<file path="config.mk">
export PLATFORM = sky130hd
export DESIGN_NAME = gray_sync_decoder
export DESIGN_NICKNAME = d
export VERILOG_FILES = /design/src/rtl/gray_pkg.sv /design/src/rtl/sync_chain.sv /design/src/rtl/gray_sync_decoder.sv
export SDC_FILE = /design/constraint.sdc
export NUM_CORES = 1
export LEC_CHECK = 0
export ABC_CLOCK_PERIOD_IN_PS = 4600
export CORE_MARGIN = 1
export CORE_UTILIZATION = 35
export DETAILED_ROUTE_END_ITERATION = 8
export GPL_TIMING_DRIVEN = 1
export HOLD_SLACK_MARGIN = 0.15
export PLACE_DENSITY = 0.65
export RECOVER_POWER = 50
export SKIP_LAST_GASP = 1
export SLEW_MARGIN = 20
export SYNTH_ARGS = -nofsm -noshare
export SYNTH_HDL_FRONTEND = slang
export SYNTH_SLANG_ARGS = --single-unit
export TNS_END_PERCENT = 30
</file>
<file path="constraint.sdc">
create_clock -name clk -period 4.6 [get_ports clk]
set_clock_uncertainty 0.1 [all_clocks]
set_input_delay 0.92 -clock clk [delete_from_list [all_inputs] [get_ports clk]]
set_output_delay 0.92 -clock clk [all_outputs]
set_load 0.05 [all_outputs]
</file>
<file path="src/rtl/gray_pkg.sv">
// Shared Gray-code helpers for clock-domain-crossing blocks.
// Contents:
//   GRAY_MAX_W  - widest Gray word any user of these helpers may carry
//   gray2bin    - Gray -> binary, for any width up to GRAY_MAX_W
//   bin2gray_f  - binary -> Gray, for any width up to GRAY_MAX_W
// Narrower words are zero-extended to GRAY_MAX_W before the call. The
// result is then truncated back to the original width. Leading zeros are
// preserved by both conversions, so the narrow result is exact.
package gray_pkg;

  localparam int unsigned GRAY_MAX_W = 16;

  function automatic logic [GRAY_MAX_W-1:0] gray2bin(input logic [GRAY_MAX_W-1:0] g);
    logic [GRAY_MAX_W-1:0] b;
    b = '0;
    b[GRAY_MAX_W-1] = g[GRAY_MAX_W-1];
    for (int unsigned i = GRAY_MAX_W - 1; i > 0; i--) begin
      b[i-1] = b[i] ^ g[i-1];
    end
    return b;
  endfunction

  function automatic logic [GRAY_MAX_W-1:0] bin2gray_f(input logic [GRAY_MAX_W-1:0] b);
    return b ^ (b >> 1);
  endfunction

endpackage

</file>
<file path="src/rtl/sync_chain.sv">
// Multi-flop synchronizer for a bus that changes at most one bit at a time.
// Ports:
//   clk    - destination clock
//   rst_n  - asynchronous active-low reset; clears every stage
//   d      - foreign-domain input, asynchronous to clk
//   q      - output of the last stage
// The stages contain no logic between them. This keeps the metastability
// resolution window intact.
module sync_chain #(
  parameter int unsigned WIDTH       = 4,
  parameter int unsigned SYNC_STAGES = 2
) (
  input  logic             clk,
  input  logic             rst_n,
  input  logic [WIDTH-1:0] d,
  output logic [WIDTH-1:0] q
);

  logic [WIDTH-1:0] s_q [SYNC_STAGES];

  always_ff @(posedge clk or negedge rst_n) begin
    if (!rst_n) begin
      for (int unsigned k = 0; k < SYNC_STAGES; k++) begin
        s_q[k] <= '0;
      end
    end else begin
      s_q[0] <= d;
      for (int unsigned k = 1; k < SYNC_STAGES; k++) begin
        s_q[k] <= s_q[k-1];
      end
    end
  end

  assign q = s_q[SYNC_STAGES-1];

endmodule

</file>
<file path="src/rtl/gray_sync_decoder.sv">
// Receive-side stage for a Gray-coded pointer or position.
// Function:
//   - synchronizes the Gray word
//   - decodes it to binary
//   - classifies every change as up (+1), down (-1) or illegal
// Ports:
//   clk      - receive-domain clock
//   rst_n    - asynchronous active-low reset
//   gray_in  - Gray word from the foreign domain
//   bin_out  - registered binary of the synchronized word
//   valid    - set once the first synchronized sample has been loaded
//   step_up  - one-cycle pulse: value advanced by +1 (mod 2^WIDTH)
//   step_dn  - one-cycle pulse: value moved by -1 (mod 2^WIDTH)
//   err      - one-cycle pulse: value changed by anything other than +/-1
//   err_cnt  - saturating count of err pulses
module gray_sync_decoder
  import gray_pkg::*;
#(
  parameter int unsigned WIDTH       = 4,
  parameter int unsigned SYNC_STAGES = 2,
  parameter int unsigned ERR_CNT_W   = 8
) (
  input  logic                 clk,
  input  logic                 rst_n,
  input  logic [WIDTH-1:0]     gray_in,
  output logic [WIDTH-1:0]     bin_out,
  output logic                 valid,
  output logic                 step_up,
  output logic                 step_dn,
  output logic                 err,
  output logic [ERR_CNT_W-1:0] err_cnt
);

  localparam int unsigned      FILL_W    = $clog2(SYNC_STAGES + 1);
  localparam logic [FILL_W-1:0] FILL_DONE = FILL_W'(SYNC_STAGES);
  localparam logic [WIDTH-1:0]  D_UP      = WIDTH'(1);
  localparam logic [WIDTH-1:0]  D_DN      = '1;

  logic [WIDTH-1:0]     gs;
  logic [WIDTH-1:0]     b;
  logic [WIDTH-1:0]     delta;

  logic [FILL_W-1:0]    fill_q,  fill_d;
  logic [WIDTH-1:0]     bin_q,   bin_d;
  logic                 valid_q, valid_d;
  logic                 up_q,    up_d;
  logic                 dn_q,    dn_d;
  logic                 err_q,   err_d;
  logic [ERR_CNT_W-1:0] cnt_q,   cnt_d;

  sync_chain #(
    .WIDTH       (WIDTH),
    .SYNC_STAGES (SYNC_STAGES)
  ) u_sync (
    .clk   (clk),
    .rst_n (rst_n),
    .d     (gray_in),
    .q     (gs)
  );

  // bin_q always equals gray2bin of the previously synchronized word. A
  // separate prev-Gray register would carry the same information, so the
  // step is measured against bin_q directly.
  always_comb begin
    b     = WIDTH'(gray2bin(GRAY_MAX_W'(gs)));
    delta = b - bin_q;
  end

  always_comb begin
    fill_d  = fill_q;
    bin_d   = bin_q;
    valid_d = valid_q;
    up_d    = 1'b0;
    dn_d    = 1'b0;
    err_d   = 1'b0;
    cnt_d   = cnt_q;
    if (fill_q != FILL_DONE) begin
      // Synchronizer still holds reset zeros; outputs stay quiet.
      fill_d = fill_q + FILL_W'(1);
    end else if (!valid_q) begin
      // First load is silent: no previous value to compare against.
      valid_d = 1'b1;
      bin_d   = b;
    end else begin
      bin_d = b;
      if (delta == D_UP) begin
        up_d = 1'b1;
      end else if (delta == D_DN) begin
        dn_d = 1'b1;
      end else if (delta != '0) begin
        err_d = 1'b1;
        if (cnt_q != '1) begin
          cnt_d = cnt_q + ERR_CNT_W'(1);
        end
      end
    end
  end

  always_ff @(posedge clk or negedge rst_n) begin
    if (!rst_n) begin
      fill_q  <= '0;
      bin_q   <= '0;
      valid_q <= 1'b0;
      up_q    <= 1'b0;
      dn_q    <= 1'b0;
      err_q   <= 1'b0;
      cnt_q   <= '0;
    end else begin
      fill_q  <= fill_d;
      bin_q   <= bin_d;
      valid_q <= valid_d;
      up_q    <= up_d;
      dn_q    <= dn_d;
      err_q   <= err_d;
      cnt_q   <= cnt_d;
    end
  end

  assign bin_out = bin_q;
  assign valid   = valid_q;
  assign step_up = up_q;
  assign step_dn = dn_q;
  assign err     = err_q;
  assign err_cnt = cnt_q;

endmodule
</file>
==> out/results.tsv <==
metric	value	unit
cts bufs inserted	3	
worst setup path startpoint	u_sync.q[3]	
GRT overflow	0	
post-DR wirelength/cell	11.1	um
Routed WL	1790	um
largest net degree at the start of global routing	27	
Layout Area Growth over Synthesis	25.9	%
LEAKAGE	0.657	nW
Synth area leaders	dfrtp_1 (55%), ha_1 (5.3%), xnor2_1 (5.2%)	
crit-path most repeated cell	xnor2_1	
IO Pins	22	
nets@finish	130	
root buf cell	clkbuf_4	
core area	3130	um^2
Initial Util	0.380	
CTS tree	done	
Die Width	60.3	um
initial DRC count	9	
Yosys top cell area share	0.547	
reg2reg setup slack	1.35	ns
Vias/cell	4.63	
PostCTS Resize Cnt	0	
Hold Crit Class	reg2reg	
GRT Resource Usage Total	0.115	
max frequency	0.307	GHz
Top Family by Delay on Critical Path	XOR/XNOR gates	
Hold EP	u_sync.q[1]	
Seq/Total Area, Yosys	0.547	
main flop type after synthesis	dfrtp_1	
# DRC	0	
status	complete, no violations	
vias in the first global route	734	
Max Cap Violations	0	
multi-input logic area	517	um^2
Yosys top cell by area	dfrtp_1	
Mapped Area	1190	um^2
endpoints failing setup	0	
clock power share	0.173	
Net Count, Synth	105	
NetSw	0.000373	W
CP cell instances	xnor2_1 -> xnor2_1 -> xnor2_1 -> ha_1 -> fa_1 -> xor2_1 -> nor3_1 -> nor4b_4 -> or2_4 -> mux2_4	
period utilization	0.707	
Max VDD drop	0.000296	V
via count	746	
fraction of layout cells with a size suffix above 1	0.137	
initial antenna violation count	0	
crit end category	flop	
required time worst endpoint	4.72	ns
Seq pwr share	0.356	
H-tree depth	1	
crit path launch type	flop	
CTS Sinks	26	
worst-path fanout max	6	
FP Rows	20	
Die Span Y	60.3	um
Synth Register Bits	26	
register area	651	um^2
Worst Path Arrival	3.37	ns
hold buffers post-CTS	0	
Hold Vio Cnt, Final	0	
crit path buf inv count	0	
EDFF count, synth	0	
HP Start	u_sync.s_q[5]	
RR Endpoint	err_cnt[1]	
clk buf depth	2	
Worst-Margin Slew	1.33	ns
critical path depth in cells	10	
combinational fraction of design power	0.471	
DP HPWL	1350	um
I/O Buffers	21	
Detailed Routing Iterations Pass 1	4	
Clock Latency Late Sink	0.32	ns
Fill cells	287	
syn_area_per_cell	12.8	um^2
synth unique cells	30	
Rel. slew slack	0.114	
post-CTS setup repair buffer count	0	
first-pass GRT wire length	3070	um
power per cell area	602	nW/um^2
final estimated routing congestion in global placement	0.734	
Hold Crit Depth	0	
async set-reset flop share out of synthesis	1.00	
critical path class	reg2reg	
Place WS	1.36	ns
Ys Warns	0	
Syn Inst Count	93	
Int Pwr	0.000529	W
Crit-path slowest cell	dfrtp_1	
r2r worst-path depth	10	
DRT antenna net count	0	
RSZ-0062 raised after global routing	false	
sw frac	0.413	
min Tclk post-route	3.25	ns
CTS clk-pin slew, worst paths	0.14	ns
fin worst setup slack	1.35	ns
setup_tns	0	ns
# diodes	0	
r2r startpoint	u_sync.q[3]	
Final Max Tran Viols	0	
Total Die Area	3640	um^2
CP peak stage delay	0.43	ns
## routing by layer
layer / routed length (um) / part of all wire / global-route usage / up-vias
met5: 0 / 0 / 0 / -
met4: 41 / 0.023 / 0.0698 / 0
met3: 62 / 0.035 / 0.0173 / 4
met2: 810 / 0.45 / 0.184 / 18
met1: 876 / 0.49 / 0.146 / 353
li1: - / - / - / 371
## worst max-delay path by stage
stage            endpoint  slack (ns)
6_report       err_cnt[1]        1.35
3_5_place_dp   err_cnt[1]        1.36
4_1_cts        err_cnt[1]        1.33
2_1_floorplan  err_cnt[1]        1.62
5_1_grt        err_cnt[1]        1.07
3_3_place_gp   err_cnt[1]        1.48
## cell usage in the layout, fill, tap and decap left out, types with 2 or more instances in the layout
master / instances
xnor2_1: 7
and3_1: 2
ha_1: 5
dlygate4sd3_1: 4
or2_2: 2
nor3_1: 2
a21oi_1: 4
nor2_1: 4
o2111ai_1: 4
o21a_1: 2
clkdlybuf4s50_1: 16
nand2_1: 4
dfrtp_1: 26
clkbuf_4: 3
and3_2: 2
inv_1: 5
o21ai_0: 3
xor2_1: 6
## synthesized netlist by cell type (2+ instances only)
cell type and number:
and3_1 2, inv_1 5, or2_2 2, nor2_1 4, o21ai_0 3, and3_2 2, dfrtp_1 26, xor2_1 6
nor3_1 2, ha_1 5, a21oi_1 4, xnor2_1 7, nand2_1 4, o2111ai_1 4, o21a_1 2
## state kept, by name, summed over array words and instances, names as in the netlist
name	flops
u_sync.s_q	4
bin_out	4
valid	1
err_cnt	8
u_sync.q	4
err	1
step_dn	1
step_up	1
fill_q	2
## metrics by stage
step                      cell area (um^2)  total power (W)  cells  utilization  hold WS [ns]
after detailed placement              1450         0.000753    157        0.464         0.236
after CTS                             1500         0.000914    161        0.481         0.268
final                                 1500         0.000902    161        0.479         0.266
after floorplan                       1190         0.000630     93            -         0.231
after global placement                1450         0.000750    157        0.464         0.233
after global routing                  1500         0.000957    161        0.479         0.271
## area by class of cell
| cell class | count | area share |
|---|---|---|
| inverters | 5 | 0.0125 |
| flip-flops and latches | 26 | 0.434 |
| clock buffers | 3 | 0.0150 |
| multi-input cells | 61 | 0.345 |
| well taps | 44 | 0.0368 |
| repair buffers | 21 | 0.136 |
| clock inverters | 1 | 0.0201 |
## logic make-up (layout without fill, tap and decap cells)
logic type,count (synthesis),count (layout),synth area share
xor+xnor,13,13,0.0957
simple gates,24,24,0.131
flops,26,26,0.547
fa+ha+maj,6,6,0.0694
buf+inv,6,30,0.0189
compound gates,16,16,0.116
mux,2,2,0.0221
## power groups by stage
stage               Clock (W)  Sequential [W]  Combinational (W)
finish               0.000156        0.000321           0.000425
global route         0.000170        0.000328           0.000458
CTS                  0.000163        0.000321           0.000430
detailed placement          0        0.000326           0.000427
global placement            0        0.000327           0.000423
floorplan                   0        0.000465           0.000165
## worst register-to-register path, stage by stage (launching register included)
cell     delay [ns]
dfrtp_1        0.43
xnor2_1        0.17
xnor2_1        0.35
xnor2_1        0.16
ha_1           0.25
fa_1           0.40
xor2_1         0.26
nor3_1         0.12
nor4b_4        0.41
or2_4          0.21
mux2_4         0.29
Note: power is estimated with default switching activity, not from simulation.
